<file path="config.mk">
export PLATFORM = sky130hd
export DESIGN_NAME = wishbone_burst_master
export DESIGN_NICKNAME = d
export VERILOG_FILES = /design/src/rtl/wishbone_burst_master_pkg.sv /design/src/rtl/wb_ack_timeout.sv /design/src/rtl/wishbone_burst_master.sv
export SDC_FILE = /design/constraint.sdc
export NUM_CORES = 1
export LEC_CHECK = 0
export ABC_AREA = 1
export CELL_PAD_IN_SITES_DETAIL_PLACEMENT = 2
export CELL_PAD_IN_SITES_GLOBAL_PLACEMENT = 2
export CORE_UTILIZATION = 28
export CTS_BUF_LIST = sky130_fd_sc_hd__clkbuf_8
export CTS_CLUSTER_SIZE = 8
export DETAILED_ROUTE_END_ITERATION = 10
export HOLD_SLACK_MARGIN = 0.02
export PLACE_DENSITY_LB_ADDON = 0.1
export SLEW_MARGIN = 0
export SYNTH_ARGS = -nofsm -noshare
export SYNTH_HDL_FRONTEND = slang
export SYNTH_HIERARCHICAL = 1
export SYNTH_SLANG_ARGS = --single-unit
</file>
<file path="constraint.sdc">
create_clock -name i_clk -period 3.1 [get_ports i_clk]
set_input_delay 0.62 -clock i_clk [delete_from_list [all_inputs] [get_ports i_clk]]
set_output_delay 0.62 -clock i_clk [all_outputs]
set_load 0.005 [all_outputs]
</file>
<file path="src/rtl/wishbone_burst_master_pkg.sv">
// Shared definitions for the Wishbone burst master: FSM encoding, default
// ack timeout and the MachXO2 EFB register map used by PMIC callers.
package wishbone_burst_master_pkg;

    typedef enum logic [1:0] {
        ST_IDLE   = 2'd0,
        ST_STROBE = 2'd1,
        ST_GAP    = 2'd2,
        ST_DONE   = 2'd3
    } state_e;

    localparam int unsigned DEFAULT_TIMEOUT_CYC = 255;

    // EFB primary I2C, SPI and timer/counter register addresses
    localparam logic [7:0] EFB_I2C1_CR   = 8'h40;
    localparam logic [7:0] EFB_I2C1_CMDR = 8'h41;
    localparam logic [7:0] EFB_I2C1_BR0  = 8'h42;
    localparam logic [7:0] EFB_I2C1_BR1  = 8'h43;
    localparam logic [7:0] EFB_I2C1_TXDR = 8'h44;
    localparam logic [7:0] EFB_I2C1_SR   = 8'h45;
    localparam logic [7:0] EFB_I2C1_RXDR = 8'h47;
    localparam logic [7:0] EFB_SPI_CR0   = 8'h54;
    localparam logic [7:0] EFB_TC_CR0    = 8'h5E;

endpackage

</file>
<file path="src/rtl/wb_ack_timeout.sv">
// Per-beat acknowledge watchdog: loadable down-counter whose expire flag
// rises in the TIMEOUT_CYC-th enabled cycle after a load.
module wb_ack_timeout #(
    parameter int unsigned TIMEOUT_CYC = 8
) (
    input  logic i_clk,
    input  logic i_rst_n,
    input  logic i_load,
    input  logic i_en,
    output logic o_expired_c
);

    localparam int unsigned CNT_W = (TIMEOUT_CYC < 2) ? 1 : $clog2(TIMEOUT_CYC);
    localparam logic [CNT_W-1:0] LOAD_VAL = CNT_W'(TIMEOUT_CYC - 1);

    logic [CNT_W-1:0] cnt_q, cnt_d;

    always_comb begin
        cnt_d = cnt_q;
        if (i_load) begin
            cnt_d = LOAD_VAL;
        end else if (i_en && (cnt_q != '0)) begin
            cnt_d = cnt_q - CNT_W'(1);
        end
    end

    always_ff @(posedge i_clk) begin
        if (!i_rst_n) begin
            cnt_q <= '0;
        end else begin
            cnt_q <= cnt_d;
        end
    end

    assign o_expired_c = i_en && (cnt_q == '0);

endmodule

</file>
<file path="src/rtl/wishbone_burst_master.sv">
// Wishbone classic master issuing single or burst reads/writes with optional
// address increment and a per-beat ack timeout that aborts with o_error.
module wishbone_burst_master
    import wishbone_burst_master_pkg::*;
#(
    parameter int unsigned ADDR_W      = 8,
    parameter int unsigned DATA_W      = 8,
    parameter int unsigned LEN_W       = 4,
    parameter int unsigned TIMEOUT_CYC = DEFAULT_TIMEOUT_CYC
) (
    input  logic              i_clk,
    input  logic              i_rst_n,
    input  logic              i_begin,
    input  logic              i_writeEnable,
    input  logic              i_incAddr,
    input  logic [ADDR_W-1:0] i_address,
    input  logic [LEN_W-1:0]  i_length,
    input  logic [DATA_W-1:0] i_writeData,
    output logic              o_beatAck,
    output logic [DATA_W-1:0] o_readData,
    output logic              o_busy,
    output logic              o_done,
    output logic              o_error,
    output logic              o_wb_cyc,
    output logic              o_wb_stb,
    output logic              o_wb_we,
    output logic [ADDR_W-1:0] o_wb_adr,
    output logic [DATA_W-1:0] o_wb_dat,
    input  logic [DATA_W-1:0] i_wb_dat,
    input  logic              i_wb_ack
);

    state_e            state_q, state_d;
    logic [LEN_W-1:0]  beat_cnt_q, beat_cnt_d;
    logic [ADDR_W-1:0] adr_q, adr_d;
    logic [DATA_W-1:0] dat_q, dat_d;
    logic [DATA_W-1:0] rdata_q, rdata_d;
    logic              we_q, we_d;
    logic              inc_q, inc_d;
    logic              cyc_q, cyc_d;
    logic              stb_q, stb_d;
    logic              busy_q, busy_d;
    logic              done_q, done_d;
    logic              error_q, error_d;
    logic              ack_c;
    logic              load_c;
    logic              timeout_c;

    assign ack_c  = (state_q == ST_STROBE) && i_wb_ack;
    assign load_c = (state_d == ST_STROBE) && (state_q != ST_STROBE);

    generate
        if (TIMEOUT_CYC != 0) begin : g_timeout
            wb_ack_timeout #(
                .TIMEOUT_CYC(TIMEOUT_CYC)
            ) u_ack_timeout (
                .i_clk      (i_clk),
                .i_rst_n    (i_rst_n),
                .i_load     (load_c),
                .i_en       (state_q == ST_STROBE),
                .o_expired_c(timeout_c)
            );
        end else begin : g_no_timeout
            assign timeout_c = 1'b0;
        end
    endgenerate

    // Next-state and datapath; bus controls are registered from the next state
    always_comb begin
        state_d    = state_q;
        beat_cnt_d = beat_cnt_q;
        adr_d      = adr_q;
        dat_d      = dat_q;
        rdata_d    = rdata_q;
        we_d       = we_q;
        inc_d      = inc_q;
        error_d    = error_q;

        case (state_q)
            ST_IDLE: begin
                if (i_begin) begin
                    state_d    = ST_STROBE;
                    beat_cnt_d = i_length;
                    adr_d      = i_address;
                    we_d       = i_writeEnable;
                    inc_d      = i_incAddr;
                    dat_d      = i_writeData;
                    error_d    = 1'b0;
                end
            end
            ST_STROBE: begin
                if (i_wb_ack) begin
                    if (!we_q) begin
                        rdata_d = i_wb_dat;
                    end
                    state_d = (beat_cnt_q == '0) ? ST_DONE : ST_GAP;
                end else if (timeout_c) begin
                    error_d = 1'b1;
                    state_d = ST_DONE;
                end
            end
            ST_GAP: begin
                beat_cnt_d = beat_cnt_q - LEN_W'(1);
                if (inc_q) begin
                    adr_d = adr_q + ADDR_W'(1);
                end
                dat_d   = i_writeData;
                state_d = ST_STROBE;
            end
            ST_DONE: begin
                state_d = ST_IDLE;
            end
            default: begin
                state_d = ST_IDLE;
            end
        endcase

        cyc_d  = (state_d == ST_STROBE) || (state_d == ST_GAP);
        stb_d  = (state_d == ST_STROBE);
        done_d = (state_d == ST_DONE);
        busy_d = (state_d != ST_IDLE);
    end

    always_ff @(posedge i_clk) begin
        if (!i_rst_n) begin
            state_q    <= ST_IDLE;
            beat_cnt_q <= '0;
            adr_q      <= '0;
            dat_q      <= '0;
            rdata_q    <= '0;
            we_q       <= 1'b0;
            inc_q      <= 1'b0;
            cyc_q      <= 1'b0;
            stb_q      <= 1'b0;
            busy_q     <= 1'b0;
            done_q     <= 1'b0;
            error_q    <= 1'b0;
        end else begin
            state_q    <= state_d;
            beat_cnt_q <= beat_cnt_d;
            adr_q      <= adr_d;
            dat_q      <= dat_d;
            rdata_q    <= rdata_d;
            we_q       <= we_d;
            inc_q      <= inc_d;
            cyc_q      <= cyc_d;
            stb_q      <= stb_d;
            busy_q     <= busy_d;
            done_q     <= done_d;
            error_q    <= error_d;
        end
    end

    // Beat ack and read data track the slave ack in the same cycle
    assign o_beatAck  = ack_c;
    assign o_readData = (ack_c && !we_q) ? i_wb_dat : rdata_q;
    assign o_busy     = busy_q;
    assign o_done     = done_q;
    assign o_error    = error_q;
    assign o_wb_cyc   = cyc_q;
    assign o_wb_stb   = stb_q;
    assign o_wb_we    = we_q;
    assign o_wb_adr   = adr_q;
    assign o_wb_dat   = dat_q;

endmodule

</file>
### After elaboration in Yosys (flattened, before gate mapping)

Index checks and enable logic that the tools add are counted.

| storage, ports and cells | value |
|---|---|
| register bits after elaboration | 45 |
| input port bits | 34 |
| word-level logic and storage cells | 70 |

| cells by class | value |
|---|---|
| $add $sub $neg | 3 |
| equal/unequal tests | 11 |
| multiplexer cells | 19 |
| bitwise logic cells | 2 |
| reductions and logical operators | 21 |

Operators with widths:

| kind | count |
|---|---|
| two-way mux 8 bit | 6 |
| one-hot mux 8 bit (2 select lines) | 2 |
| adder 8 x 1 -> 8 bit, second input constant | 1 |
| == test 2 bit, second input constant | 4 |
| logical NOT 8 bit | 1 |
| inequality test 2 bit, second input constant | 4 |
| one-hot mux 2 bit (4 select lines) | 1 |
| one-hot mux 4 bit (2 select lines) | 1 |
| nonzero test 2 bit | 4 |
| nonzero test 8 bit | 1 |
| subtractor 8 x 1 -> 8 bit, second input constant | 1 |
| two-way mux 2 bit | 3 |
| AND reduction 3 bit | 2 |
| logical AND 1 bit | 5 |
| == test 2 x 1 -> 1 bit, second input constant | 2 |
| logical NOT 4 bit | 1 |
| two-way mux 1 bit | 4 |
| two-way mux 4 bit | 1 |
| AND reduction 2 bit | 2 |
| AND reduction 4 bit | 1 |
| subtractor 4 x 1 -> 4 bit, second input constant | 1 |
| logical NOT 2 bit | 1 |
| inequality test 2 x 1 -> 1 bit, second input constant | 1 |
| NOT 1 bit | 2 |
| 4 further kinds | 4 |

### Longest topological paths before layout

| logic depth | value |
|---|---|
| word-level depth | 8 |
| mapped depth | 18 |

### Modules after synthesis

Netlist, hierarchy kept.

Modules (own cells, without submodules):

| module | times used | cells each | area each (um^2) | sequential area each (um^2) |
|---|---|---|---|---|
| wishbone_burst_master | 1 | 256 | 1784.2 | 740.7 |
| wb_ack_timeout | 1 | 90 | 554.3 | 160.2 |

### Worst setup path before layout

Ideal clock, no wire load.

| timing path | value |
|---|---|
| path kind | flip-flop to flip-flop |
| start point | reg g_timeout.u_ack_timeout.cnt_q[0] |
| end point | reg g_timeout.u_ack_timeout.cnt_q[1] |
| arrival time | 1.936 ns |
| required time | 2.987 ns |
| path slack | 1.051 ns |
| stages on the path, launching flop included | 18 |
| cells stage by stage | dfxtp_1 inv_1 ha_1 nand2_2 inv_1 nand2_2 nor2_1 nand2_1 nand2_1 inv_1 ha_1 inv_1 nor2_1 inv_1 buf_2 nand2_1 o21ai_1 inv_1 |

| on the way | value |
|---|---|
| longest elaborated chain between the ends | 8 |

RTL lines:

| element | RTL line | RTL |
|---|---|---|
| start, declared | wb_ack_timeout.sv:16 | `logic [CNT_W-1:0] cnt_q, cnt_d;` |
| start signal, assigned | wb_ack_timeout.sv:31 | `cnt_q <= cnt_d;` |
| logical NOT 8 bit (*) | wb_ack_timeout.sv:35 | `assign o_expired_c = i_en && (cnt_q == '0);` |
| logical AND 1 bit (*) | wb_ack_timeout.sv:35 |  |
| net timeout_c | wishbone_burst_master.sv:47 | `logic timeout_c;` |
| two-way mux 2 bit (*) | wishbone_burst_master.sv:97 | `end else if (timeout_c) begin` |
| two-way mux 2 bit (*) | wishbone_burst_master.sv:92 | `if (i_wb_ack) begin` |
| one-hot mux 2 bit (4 select lines) (*) | wishbone_burst_master.sv:79 | `case (state_q)` |
| net state_d[1] | wishbone_burst_master.sv:33 | `state_e state_q, state_d;` |
| == test 2 x 1 -> 1 bit (*) | - |  |
| net stb_d | wishbone_burst_master.sv:41 | `logic stb_q, stb_d;` |
| logical AND 1 bit (*) | wishbone_burst_master.sv:50 | `assign load_c = (state_d == ST_STROBE) && (state_q != ST_STROBE);` |
| net load_c | wishbone_burst_master.sv:46 | `logic load_c;` |
| two-way mux 8 bit / nonzero test 2 bit (equally long branches) | - |  |

Mark *: on every way through the listed nets, which the timed path passes. The rest lies on a longest branch. The select of a mux whose other input is x is not followed.
A chain may end at the register's enable or synchronous reset.

### Final worst setup path

| timing path | value |
|---|---|
| start point | in i_wb_ack |
| end point | out o_readData[0] |

| on the way | value |
|---|---|
| longest elaborated chain between the ends | 3 |

RTL lines:

| element | RTL line | RTL |
|---|---|---|
| start, declared | wishbone_burst_master.sv:30 | `input logic i_wb_ack` |
| logical AND 1 bit | wishbone_burst_master.sv:49 | `assign ack_c = (state_q == ST_STROBE) && i_wb_ack;` |
| logical AND 1 bit | wishbone_burst_master.sv:156 | `assign o_readData = (ack_c && !we_q) ? i_wb_dat : rdata_q;` |
| two-way mux 8 bit | wishbone_burst_master.sv:156 |  |
| end, declared | wishbone_burst_master.sv:20 | `output logic [DATA_W-1:0] o_readData,` |

Every way passes these cells.

==> run metrics <==
pre-CTS WS 0.127 ns; H-tree Lvls 2; hold path start inc_q; fin. max-slew vios 0; post-synth top area share 38.5%; PnR worst setup slack 0.144 ns; register area share after synthesis 38.5%; Post-Syn Area 2340 um^2; first-pass GRT wire length 11700 um; worst-path fanout max 16; grt ovf 0; Avg Cell Area, Syn 6.76 um^2; Clock Tree Buf Depth 2; DRC viols 0; hold_ws 0.474 ns; die extent in x 93.4 um; CP top delay family buffers and inverters; crit start category input pin; via count 2343; synth unique cells 30; cts bufs inserted 5; DP Cell Count 505; Post-synth EDFFs 0; Setup crit start i_wb_ack; ys flop type dfxtp_1; yosys warns 6; vias in the first global route 2549; Worst Tran Pin Value 0.715 ns; hold depth 2; post-CTS setup buffer count 0; gpl congestion 0.741; Max Fclk 338 MHz; Final Setup Violations 0; total track usage 17.1%; setup TNS 0 ns; largest net degree at the start of global routing 27; Hold Violations, Final 0; minimum clock period 2.96 ns; most frequent cell after synthesis nand2_1; TritonCTS clock tree built; Combinational Power Share 29.2%; reg-to-reg slack, setup 0.61 ns; share of power burned in the clock network 28.8%; Core ar. 7890 um^2; R2R Path End g_timeout.u_ack_timeout/cnt_q[1]; Worst Skew 0.00966 ns; DRT iter0 DRCs 29; post-DP HPWL 5180 um; R2R depth 16; run status finished clean; ys async rst share 0%; # port buffers 64; main area contributors after synthesis dfxtp_1, nand2_1, inv_1; Top Ports 65; Max-Cap Viols 0; switching pwr 0.000543 W; wirelength, routed 6860 um; P_leak 1.46 nW; end point of the worst hold path inc_q; DIE HEIGHT 93.4 um; WP data required 2.48 ns; power per cell area 519 nW/um^2; initial antenna violation count 0; Pint 0.00110 W; Area Growth Syn to Fin 35.5%; vias per cell 4.57; cell taking the most area after synthesis dfxtp_1; die area 8720 um^2; FF+latch count, synth 45; TritonRoute pass-1 iters 4; DR WL/cell 13.4 um; Initial Utilization 29.6%; syn nets 387; CP max-delay cell clkdlybuf4s50_1; Nets 451; relative slew slack 52.0%; final period utilization 95.4%; Root Driver clkbuf_8; fin cells 513; std cell rows 32; WS Path Type in2out; number of gates resized after CTS 0; Crit. End Element primary output; crit-path max cell delay 0.50 ns; clock sinks 45; share of layout cells above drive strength 1 9.25%; worst vdd ir 0.000184 V; ANT cells 0; clock transition at the registers of the reported paths 0.10 ns; crit-path cells clkdlybuf4s50_1 > nand2_2 > or2_1 > buf_4 > nand2_1 > o21ai_2 > inv_1 > clkdlybuf4s50_1; clk_lat worst skew 0.31 ns; Filler cells 966; RSZ-0062 raised after global routing no; crit path buf inv count 4; cts hold-fix bufs 0; sw frac 33.0%; Post-synth top cells nand2_1, inv_1, nor2_1, dfxtp_1, o21ai_0; Worst path most repeated cell clkdlybuf4s50_1; synthesized netlist cell count 346; HP Class reg2reg; reg2reg start g_timeout.u_ack_timeout/cnt_q[0]; Reg power frac 42.0%; Final ANT Viol Nets 0; Worst EP arrival 2.34 ns
==> per-stage QoR <==
| stage | power [W] | util (%) | cell area, um^2 |
|---|---|---|---|
| after detailed placement | 0.00120 | 38.7 | 3050 |
| after floorplan | 0.000986 | - | 2340 |
| after CTS | 0.00168 | 40.2 | 3170 |
| final | 0.00165 | 40.2 | 3170 |
| after global placement | 0.00117 | 38.7 | 3050 |
| after global routing | 0.00176 | 40.2 | 3170 |
==> logic make-up (layout without fill, tap and decap cells) <==
kind of cell	after synthesis	in the layout	share of synthesized area [%]
simple gates	165	165	30.1
buf+inv	72	137	13.2
compound gates	56	56	14.1
flops	45	45	38.5
fa+ha+maj	7	7	3.75
xor+xnor	1	1	0.375
==> how the worst max path moves through the flow <==
stage               depth (start not counted)  slack (ns)                               end
global placement                            8        0.21                     o_readData[2]
detailed placement                          8        0.13                     o_readData[2]
finish                                      8        0.14                     o_readData[0]
floorplan                                  17        1.05  g_timeout.u_ack_timeout/cnt_q[1]
CTS                                         8        0.11                     o_readData[2]
global route                                8       0.004                     o_readData[2]
==> cells in the final DEF (no fill, tap or decap), drive strengths merged <==
cell,Yosys,final
bufinv,0,1
a21oi,13,13
or2,1,1
nand4,3,3
dfxtp,45,45
nand3,18,18
nand2,80,80
o21ai,37,37
o211ai,1,1
xor2,1,1
inv,61,61
clkinvlp,0,1
nor2,62,62
ha,7,7
nor3,1,1
a31oi,3,3
o22ai,2,2
clkinv,1,2
clkbuf,2,5
buf,8,3
clkdlybuf4s50,0,64
==> flip-flops by register name, summed over array words and instances (netlist names) <==
name / count
o_wb_we: 1
o_wb_adr: 8
inc_q: 1
beat_cnt_q: 4
o_busy: 1
rdata_q: 8
o_wb_stb: 1
state_q: 2
o_wb_cyc: 1
g_timeout.u_ack_timeout/cnt_q: 8
o_done: 1
o_wb_dat: 8
o_error: 1
==> tightest hold or removal path: stages (launching register included) <==
cell     delay [ns]
dfxtp_1        0.31
inv_1          0.07
a21oi_1        0.06
==> layout make-up <==
cell class / count / area [um^2] / share of cell area, %
well taps: 102 / 128 / 4.03
multi-input cells: 229 / 1130 / 35.6
clock buffers: 5 / 68.8 / 2.17
clock inverters: 3 / 46.3 / 1.46
flip-flops and latches: 45 / 901 / 28.4
inverters: 62 / 233 / 7.34
repair buffers: 67 / 663 / 20.9
==> layer usage <==
| metal | routed length (um) | vias to the layer above | global-route usage (%) |
|---|---|---|---|
| met1 | 3070 | 1103 | 20.4 |
| met5 | 0 | - | 0 |
| met3 | 258 | 7 | 3.01 |
| met2 | 3440 | 41 | 30.9 |
| li1 | - | 1192 | - |
| met4 | 90 | 0 | 5.38 |
==> power by group through the flow <==
stage                     Sequential (W)  Combinational, W  Clock [W]
final                           0.000692          0.000481   0.000474
after global routing            0.000700          0.000550   0.000509
after CTS                       0.000694          0.000494   0.000490
after detailed placement        0.000706          0.000490          0
after global placement          0.000703          0.000468          0
after floorplan                 0.000696          0.000290          0
No activity file was read; power rests on OpenSTA's default activity.
